[config.mk]
export PLATFORM = sky130hd
export DESIGN_NAME = sd_block_responder
export DESIGN_NICKNAME = d
export VERILOG_FILES = /design/src/rtl/sd_resp_pkg.sv /design/src/rtl/sd_block_responder.sv
export SDC_FILE = /design/constraint.sdc
export NUM_CORES = 1
export LEC_CHECK = 0
export ABC_CLOCK_PERIOD_IN_PS = 7600
export BUFFER_PORTS_ARGS = -buffer_cell sky130_fd_sc_hd__clkbuf_2
export CORE_MARGIN = 4
export CORE_UTILIZATION = 40
export CTS_CLUSTER_DIAMETER = 50
export DETAILED_ROUTE_END_ITERATION = 12
export PLACE_DENSITY = 0.8
export SETUP_SLACK_MARGIN = 0.5
export SLEW_MARGIN = 40
export SYNTH_ARGS = -nofsm -noshare
export SYNTH_HDL_FRONTEND = slang
export SYNTH_SLANG_ARGS = --single-unit
[constraint.sdc]
create_clock -name clk_sys -period 7.6 [get_ports clk_sys]
set_input_delay 1.52 -clock clk_sys [delete_from_list [all_inputs] [get_ports clk_sys]]
set_output_delay 1.52 -clock clk_sys [all_outputs]
set_load 0.005 [all_outputs]
[src/rtl/sd_resp_pkg.sv]
// sd_block_responder shared types.
// State encoding and block geometry.
package sd_resp_pkg;

  localparam int BLK_BYTES = 512;
  localparam int IDX_W     = 9;

  typedef enum logic [2:0] {
    IDLE,
    DLY,
    RD_FETCH,
    RD_PUSH,
    WR_ADDR,
    WR_WAIT,
    WR_STORE,
    DONE
  } state_t;

endpackage

[src/rtl/sd_block_responder.sv]
// Block-device responder serving 512-byte sd_* block transfers from a byte store.
// Optional write protect (wp/img_readonly) enabled by SD_RESP_WP_EN.
module sd_block_responder
  import sd_resp_pkg::*;
#(
  parameter int LBA_W   = 6,
  parameter int ACK_DLY = 4,
  parameter int BUF_LAT = 2
) (
  input  logic             clk_sys,
  input  logic             RESET_n,
  input  logic [31:0]      sd_lba,
  input  logic             sd_rd,
  input  logic             sd_wr,
  output logic             sd_ack,
  output logic [8:0]       sd_buff_addr,
  output logic [7:0]       sd_buff_dout,
  input  logic [7:0]       sd_buff_din,
  output logic             sd_buff_wr,
  output logic [LBA_W+8:0] mem_addr,
  output logic             mem_rd,
  output logic             mem_wr,
  output logic [7:0]       mem_wdata,
  input  logic [7:0]       mem_rdata,
  input  logic             mem_ready
`ifdef SD_RESP_WP_EN
  ,
  input  logic             wp,
  output logic             img_readonly
`endif
);

  localparam logic [IDX_W-1:0] IDX_LAST = IDX_W'(BLK_BYTES - 1);

  state_t             state;
  state_t             state_n;
  logic [LBA_W-1:0]   lba_q;
  logic               rd_q;
  logic               oor_q;
  logic               wp_q;
  logic               wp_in;
  logic [IDX_W-1:0]   idx;
  logic [3:0]         cnt;
  logic [7:0]         data_q;
  logic               last;
  logic               req;

`ifdef SD_RESP_WP_EN
  logic ro_q;

  always_ff @(posedge clk_sys or negedge RESET_n) begin
    if (!RESET_n) ro_q <= 1'b0;
    else          ro_q <= wp;
  end

  assign img_readonly = ro_q;
  assign wp_in        = wp;
`else
  assign wp_in = 1'b0;
`endif

  assign last = (idx == IDX_LAST);
  assign req  = sd_rd | sd_wr;

  always_ff @(posedge clk_sys or negedge RESET_n) begin
    if (!RESET_n) state <= IDLE;
    else          state <= state_n;
  end

  always_comb begin
    state_n = state;
    unique case (state)
      IDLE:     if (req) state_n = DLY;
      DLY:
        if (cnt == 4'(ACK_DLY - 1))
          state_n = rd_q ? RD_FETCH : WR_ADDR;
      RD_FETCH: if (oor_q || mem_ready) state_n = RD_PUSH;
      RD_PUSH:  state_n = last ? DONE : RD_FETCH;
      WR_ADDR:  state_n = WR_WAIT;
      WR_WAIT:
        if (cnt >= 4'(BUF_LAT - 1))
          state_n = WR_STORE;
      WR_STORE:
        if (oor_q || wp_q || mem_ready)
          state_n = last ? DONE : WR_ADDR;
      DONE:     state_n = IDLE;
      default:  state_n = IDLE;
    endcase
  end

  always_ff @(posedge clk_sys or negedge RESET_n) begin
    if (!RESET_n) begin
      lba_q  <= '0;
      rd_q   <= 1'b0;
      oor_q  <= 1'b0;
      wp_q   <= 1'b0;
      idx    <= '0;
      cnt    <= '0;
      data_q <= '0;
    end else begin
      unique case (state)
        IDLE:
          if (req) begin
            lba_q <= sd_lba[LBA_W-1:0];
            rd_q  <= sd_rd;
            oor_q <= |sd_lba[31:LBA_W];
            wp_q  <= wp_in;
            idx   <= '0;
            cnt   <= '0;
          end
        DLY: cnt <= cnt + 4'd1;
        RD_FETCH:
          if (oor_q)          data_q <= '0;
          else if (mem_ready) data_q <= mem_rdata;
        RD_PUSH:
          if (!last) idx <= idx + 1'b1;
        // WR_ADDR itself is the first cycle of buffer latency
        WR_ADDR: cnt <= 4'd1;
        WR_WAIT: begin
          cnt <= cnt + 4'd1;
          if (state_n == WR_STORE) data_q <= sd_buff_din;
        end
        WR_STORE:
          if (state_n == WR_ADDR) idx <= idx + 1'b1;
        default: ;
      endcase
    end
  end

  assign sd_ack       = (state == RD_FETCH) || (state == RD_PUSH) ||
                        (state == WR_ADDR)  || (state == WR_WAIT) ||
                        (state == WR_STORE);
  assign sd_buff_addr = idx;
  assign sd_buff_dout = data_q;
  assign sd_buff_wr   = (state == RD_PUSH);
  assign mem_addr     = {lba_q, idx};
  assign mem_rd       = (state == RD_FETCH) && !oor_q;
  assign mem_wr       = (state == WR_STORE) && !oor_q && !wp_q;
  assign mem_wdata    = data_q;

endmodule

# Yosys cells after proc, flatten, opt, wreduce, memory -nomap -nowiden
# Cells that the tools add are included.
# word_totals
elab_cells,64
input_bits,53
reg_bits,32
out_inout_bits,44
# classes
mux,19
order_cmp,1
reduce_logical,18
bitwise,1
n_addsub,2
n_eq_ne,16
# op_table
cell,count
two-way mux 9 bit,3
case mux 9 bit (3 select lines),1
OR reduction 26 bit,1
two-way mux 8 bit,3
case mux 3 bit (8 select lines),1
two-way mux 3 bit,7
== test 3 bit (second input constant),6
case mux 8 bit (2 select lines),1
case mux 4 bit (3 select lines),1
adder 9 x 1 -> 9 bit (second input constant),1
== test 9 bit (second input constant),1
inequality test 2 bit (second input constant),4
== test 3 x 2 -> 1 bit (second input constant),2
nonzero test 3 bit,2
logical OR 1 bit,5
adder 4 x 1 -> 4 bit (second input constant),1
== test 4 x 2 -> 1 bit (second input constant),1
greater-or-equal comparator 4 x 1 -> 1 bit (second input constant),1
two-way mux 4 bit,1
AND reduction 2 bit,2
AND reduction 4 bit,1
== test 3 x 1 -> 1 bit (second input constant),1
logical NOT 3 bit,1
inequality test 3 bit (second input constant),1
7 further kinds,8

# Depth between registers and ports, before layout
# Gate-level depths: netlist of run 1.
# depth
depth_word,7
depth_mapped,13
mapped_depth_nobuf,12

# Least setup slack after synthesis of run 1
# No wires, ideal clock.
# synth_timing
path_kind,input -> register
startpoint,input port mem_ready
endpoint,register idx[3] (netlist: sd_buff_addr[3])
arrival_time_ns,3.114
setup_time_ns,0.078
path_slack_ns,4.408
path_stages,8
path_cell_list,nor2_1 o21ba_2 o21ai_1 a32oi_1 o31a_1 buf_6 or4_1 a21oi_1
# synth_via
elab_chain_cells,6
word_cells_on_any_way,7
cone_classes,eq/ne (2); mux (3); reduce/logical (2)
# synth_lines
element,line,source
start: declaration,sd_block_responder.sv:25,input logic mem_ready
logical OR 1 bit *,sd_block_responder.sv:84,if (oor_q || wp_q || mem_ready)
two-way mux 3 bit (on tied branches),"sd_block_responder.sv:84, sd_block_responder.sv:77",
case mux 3 bit (8 select lines) *,sd_block_responder.sv:72,unique case (state)
net state_n[1],sd_block_responder.sv:36,state_t state_n;
== test 3 bit *,sd_block_responder.sv:124,if (state_n == WR_ADDR) idx <= idx + 1'b1;
inequality test 2 bit (no line) *,n/a,
AND reduction 4 bit (no line) *,n/a,
end signal: assignment,sd_block_responder.sv:116,if (!last) idx <= idx + 1'b1;
end signal: assignment,sd_block_responder.sv:124,
end: declaration,sd_block_responder.sv:42,logic [IDX_W-1:0] idx;
# The timed path passes the listed nets; every way through them passes the cells marked *.
# A chain may end at the register's enable or synchronous reset.

# Worst setup path after layout of run 1
# layout_timing
startpoint,register state[2]
endpoint,output port mem_wr
# layout_via
elab_chain_cells,2
# layout_lines
element,line,source
start: declaration,sd_block_responder.sv:35,state_t state;
start signal: assignment,sd_block_responder.sv:67,else state <= state_n;
== test 3 bit,sd_block_responder.sv:138,assign mem_wr = (state == WR_STORE) && !oor_q && !wp_q;
logical AND 1 bit,sd_block_responder.sv:138,
end: declaration,sd_block_responder.sv:22,"output logic mem_wr,"
# No other way between the ends.

==> results.toml, run 1 <==
[run]
cap_violations = 0

[worst_hold_path]
min_path_cells = 2
hold-path-endpoint = "lba_q[4]"
min_from = "lba_q[4]"
min_path_type = "flip-flop to flip-flop"

[worst_setup_path]
crit_fanout = 14
critPathMaxStageDelay_ps = 660
r2r_slack_ps = 4460
r2r_end = "sd_buff_addr[3]"
crit_path_top_delay_cell = "dfrtp_1"
crit_top_cell = "nor2_1"
worst-r2r-cell-count = 8
cp_cell_sequence = "inv_2 > nor2_1 > nand2_1 > nor2_1 > clkbuf_2"
r2r_start = "state[1]"
cp.buffers_inverters = 2
critPathLaunch = "state[2]"
end_kind = "primary output"
path_class = "flip-flop to primary output"
critical_path_arrival_ps = 1700
crit_family = "flip-flops"
cp-start-kind = "flip-flop"
cp_data_required_time_ps = 6080

[clocking]
clock-root-buffer = "clkbuf_8"
worstSkewPairLatency_ps = 290
ctsHoldBuffers = 0
cts-resized-gates = 0
clock_path_buffers = 2
cts_setup_buffers = 0
htreeDepth = 2
cts_tree = "done"
cts_sinks = 32
cts_made_buffers = 5
cts.clk_slew.worst_paths_ps = 60

[logic_synthesis]
synth_edf_count = 0
yosysWarnings = 0
synth.cell_area_um2 = 2080
netlist.top_cell.by_area = "dfrtp_1"
async_flop_share_pct = 100
synth_seq_cells = 32
synth_cells = 239
synth_top_flop_cell = "dfrtp_1"
synth_cell_type_count = 43
synthesis.nets = 300
ys_seq_area_share_pct = 38.5
ys_top_cells_by_area = "dfrtp_1 38%, nand2_1 6.7%, buf_4 6.1%"
synth_top_area_share_pct = 38.5
avgSynthCellArea_um2 = 8.71

[global_route]
use_met2_pct = 30.1
antenna_found_initial = 0
first_global_vias = 2017
overflow = 0
grtUsageTotal_pct = 16.7
grt_pass1_wl_mm = 8.68
grt.busiest_layer = "met2"
grt_use_met1_pct = 20.0
grt_max_degree = 33
met3_usage_pct = 3.25

[pwr]
p_total_mw = 0.945
power_per_cell_area_nw_per_um2 = 367
max-vdd-ir-drop_v = 0.000166
p_leak_nw = 1.35

[detailed_routing]
antenna_left = 0
dr.pass1.iters = 4
drt_drc_violations_left = 0
via_per_inst = 5.07
wire_per_inst_um = 13.2
drt_iter0_drc = 136
drt_wl_total_mm = 5.09
detailroute.via_count = 1948

[sta]
worst_pin_slew_ps = 830
period_share_pct = 42.4
fin_tns_setup_ps = 0
hold_viol_final = 0
slew_violations = 0
post-route-min-period_ps = 3220
rsz0062_at_grt = "false"
fin_skew_ps = 3.03
fmax_mhz = 311
relSlewSlack_pct = 44.3
finalSetupViolCount = 0

[final_layout]
fin_nets = 378
antenna_cells = 0
drive_above_1_share_pct = 36.0
final_cell_mix = "95 x clkbuf_2, 37 x nand2_1, 32 x dfrtp_1"
area_growth_pct = 23.8
final_common_cell = "clkbuf_2"
n_fill_cell = 487
final_area_um2 = 2580

[floorplanning]
die-area_um2 = 6420
dieHeight_um = 80.1
die_w_um = 80.1
initial_utilization_pct = 42.6
core_area_um2 = 4880
io_pins = 97
num_rows = 25

[place]
place_hpwl_mm = 3.96
gp_congestion = 0.772
placed_cell_area_um2 = 2480
port_buffers = 96

[outcome]
status = "complete, no violations"
[layout make-up]
cell class                      instances  area (µm²)  area share (%)
Inverter                               16        60.1            2.33
Tap cell                               67        83.8            3.25
Sequential cell                        32         801            31.1
Multi-Input combinational cell        166        1050            40.9
Clock buffer                            7        96.3            3.74
Timing Repair Buffer                   96         480            18.6
[per-layer routing]
metal / vias to the layer above / share of wire (%)
met5: - / 0
met4: 0 / 1.1
met3: 7 / 5.2
met2: 60 / 51
met1: 910 / 43
li1: 971 / -
[sequential cells by signal, indices dropped and copies added (netlist names)]
| signal | flops |
|---|---|
| state | 3 |
| mem_wdata | 8 |
| rd_q | 1 |
| cnt | 4 |
| oor_q | 1 |
| lba_q | 6 |
| sd_buff_addr | 9 |
[report_power, final]
part / internal (mW) / total [mW] / switching (mW) / leakage, nW
Combinational: 0.214 / 0.468 / 0.253 / 0.894
Clock: 0.0805 / 0.141 / 0.0606 / 0.0503
Sequential: 0.238 / 0.336 / 0.0976 / 0.408
Total: 0.533 / 0.945 / 0.411 / 1.35
[cells by family after synthesis]
| group | after synthesis | share of synthesized area [%] |
|---|---|---|
| adder cells (fa/ha/maj) | 8 | 4.81 |
| AO/OA/AOI/OAI | 45 | 15.5 |
| flip-flops | 32 | 38.5 |
| buffers and inverters | 41 | 10.9 |
| AND/OR/NAND/NOR | 103 | 25.4 |
| multiplexers | 10 | 4.93 |
[worst min-delay path: cells and delay by family, from the launching register on]
family	cells	cell delay, ps
flip-flops	1	340
AND/OR/NAND/NOR	2	110
[through the flow]
| step | hold slack, ps | std cells | worst slack [ps] | utilization [%] |
|---|---|---|---|---|
| global route | 496 | 384 | 4190 | 52.8 |
| global placement | 458 | 377 | 4220 | 50.8 |
| finish | 483 | 384 | 4380 | 52.8 |
| CTS | 483 | 384 | 4370 | 52.7 |
| detailed placement | 466 | 377 | 4130 | 50.8 |
| floorplan | 470 | 239 | 4410 | - |
[synth_stat cells, drive strengths merged, types with 4 or more instances]
cell / n
ha: 8
mux2i: 8
nand3: 4
buf: 21
o21ai: 8
a22o: 6
nor3b: 9
nor2b: 6
nor4: 6
nor3: 9
dfrtp: 32
clkbuf: 4
nand2: 37
inv: 16
nor2: 17
a21oi: 14
[worst max-delay path by stage]
stage               cells after the start              end  slack (ps)
detailed placement                      8  sd_buff_addr[0]        4130
floorplan                               8  sd_buff_addr[3]        4410
global placement                        8  sd_buff_addr[3]        4220
finish                                  5           mem_wr        4380
global route                            5           mem_wr        4190
CTS                                     5           mem_wr        4370
Power figures use the tool's default switching activity.
==> inputs of run 2 (changes only) <==
--- a/config.mk
+++ b/config.mk
@@ -5,7 +5,7 @@
 export SDC_FILE = /design/constraint.sdc
 export NUM_CORES = 1
 export LEC_CHECK = 0
-export ABC_CLOCK_PERIOD_IN_PS = 7600
+export ABC_CLOCK_PERIOD_IN_PS = 3200
 export BUFFER_PORTS_ARGS = -buffer_cell sky130_fd_sc_hd__clkbuf_2
 export CORE_MARGIN = 4
 export CORE_UTILIZATION = 40
==> constraint.sdc (replaced) <==
create_clock -name clk_sys -period 3.2 [get_ports clk_sys]
set_input_delay 0.64 -clock clk_sys [delete_from_list [all_inputs] [get_ports clk_sys]]
set_output_delay 0.64 -clock clk_sys [all_outputs]
set_load 0.005 [all_outputs]
==> results.toml, run 2 (synthesis results as in run 1) <==
[clocking]
worstSkewPairLatency_ps = 290
cts_made_buffers = 5
cts_tree = "done"
clock_path_buffers = 2
cts.clk_slew.worst_paths_ps = 70
clock-root-buffer = "clkbuf_8"
cts_sinks = 32
htreeDepth = 2

[worst_setup_path]
worst-r2r-cell-count = 9
r2r_end = "sd_buff_addr[0]"
crit_fanout = 14
critical_path_arrival_ps = 2770
r2r_slack_ps = 600
r2r_start = "state[2]"
crit_family = "compound AO/OA/AOI/OAI gates"
end_kind = "flip-flop"
cp.depth = 9
cp-start-kind = "flip-flop"
cp_cell_sequence = "inv_2 > ha_1 > nor3_1 > nor2b_2 > a221oi_2 > a21oi_1 > o31a_1 > nor2_1 > mux2_2"
cp_data_required_time_ps = 3370
cp.buffers_inverters = 1
path_class = "flip-flop to flip-flop"
critPathLaunch = "state[2]"
critPathMaxStageDelay_ps = 540
crit_path_top_delay_cell = "dfrtp_2"

[sta]
slew_violations = 0
layout_setup_ws_ps = 598
relSlewSlack_pct = 46.2
finalSetupViolCount = 0
holdWs_ps = 408
fin_tns_setup_ps = 0
worst_pin_slew_ps = 801
hold_viol_final = 0
post-route-min-period_ps = 2600
rsz0062_at_grt = "true"
fin_skew_ps = 8.28
period_share_pct = 81.3
fmax_mhz = 384

[global_route]
grt_use_met1_pct = 21.4
overflow = 0
grtUsageTotal_pct = 17.0
grt_max_degree = 33
met3_usage_pct = 4.60
use_met2_pct = 28.6
antenna_found_initial = 0
first_global_vias = 1991
grt.busiest_layer = "met2"
grt_pass1_wl_mm = 8.70

[floorplanning]
io_pins = 97
initial_utilization_pct = 42.6
num_rows = 25
core_area_um2 = 4880
die-area_um2 = 6420
die_w_um = 80.1
dieHeight_um = 80.1

[detailed_routing]
dr.pass1.iters = 4
via_per_inst = 5.12
wire_per_inst_um = 13.6
drt_iter0_drc = 94
drt_wl_total_mm = 5.41
antenna_left = 0
drt_drc_violations_left = 0
detailroute.via_count = 2033

[pwr]
max-vdd-ir-drop_v = 0.000542
power_per_cell_area_nw_per_um2 = 907
p_total_mw = 2.49
p_leak_nw = 1.41

[run]
cap_violations = 0

[final_layout]
drive_above_1_share_pct = 42.1
final_common_cell = "clkbuf_2"
largest_register_ffs = 9
area_growth_pct = 32.1
fin_cells = 397
fin_nets = 390
final_cell_mix = "95 x clkbuf_2, 36 x nand2_1, 26 x dfrtp_1"
n_fill_cell = 451
antenna_cells = 0

[outcome]
status = "complete, no violations"

[worst_hold_path]
min_path_type = "input port to async pin"

[place]
placement.setup.worst_slack_ps = 197
place_hpwl_mm = 4.01
placedCellCount = 379
port_buffers = 96
gp_congestion = 0.860
-- run 2: changes by cell type in the layout (fill, tap and decap cells not counted), moves of 2 or more --
| cell | previous run | this run |
|---|---|---|
| buf_4 | 0 | 10 |
| dfrtp_1 | 32 | 26 |
| dfrtp_2 | 0 | 6 |
| ha_1 | 8 | 6 |
-- run 2: worst max-delay path by stage --
| stage | endpoint |
|---|---|
| 2_1_floorplan | sd_buff_addr[3] |
| 3_3_place_gp | sd_buff_addr[0] |
| 3_5_place_dp | sd_buff_addr[0] |
| 4_1_cts | sd_buff_addr[4] |
| 5_1_grt | sd_buff_addr[4] |
| 6_report | sd_buff_addr[0] |
-- run 2: power by group --
group / leakage [nW] / total, mW / switching (mW) / internal, mW
registers: 0.400 / 0.786 / 0.212 / 0.574
clock network: 0.0515 / 0.341 / 0.145 / 0.196
logic: 0.963 / 1.37 / 0.700 / 0.665
total: 1.41 / 2.49 / 1.06 / 1.44
-- run 2: through the flow --
stage / area, µm² / utilization [%]
6_report: 2750 / 56.3
5_1_grt: 2750 / 56.3
4_1_cts: 2690 / 55.1
3_5_place_dp: 2500 / 51.3
3_3_place_gp: 2500 / 51.3
2_1_floorplan: 2090 / -
-- run 2: metal layers --
layer / share of wire (%) / wire length (µm)
met5: 0 / 0
met4: 0.92 / 50
met3: 7.0 / 378
met2: 50 / 2720
met1: 42 / 2260
-- run 2: area by class of cell --
type                       count  area (µm²)  share of cell area (%)
clock buffer                   8         100                    3.64
timing repair buffer         108         587                    21.3
inverter                      16        60.1                    2.18
sequential                    32         808                    29.4
tap                           67        83.8                    3.05
multi-input combinational    166        1110                    40.4
-- run 2: what timing repair did --
action / 4_1_cts / 5_1_grt
pin swaps: 3 / 10
endpoints found under the setup margin: 16 / 13
resized for setup: 5 / 11
buffers inserted: 8 / 2
hold buffers: 0 / 0
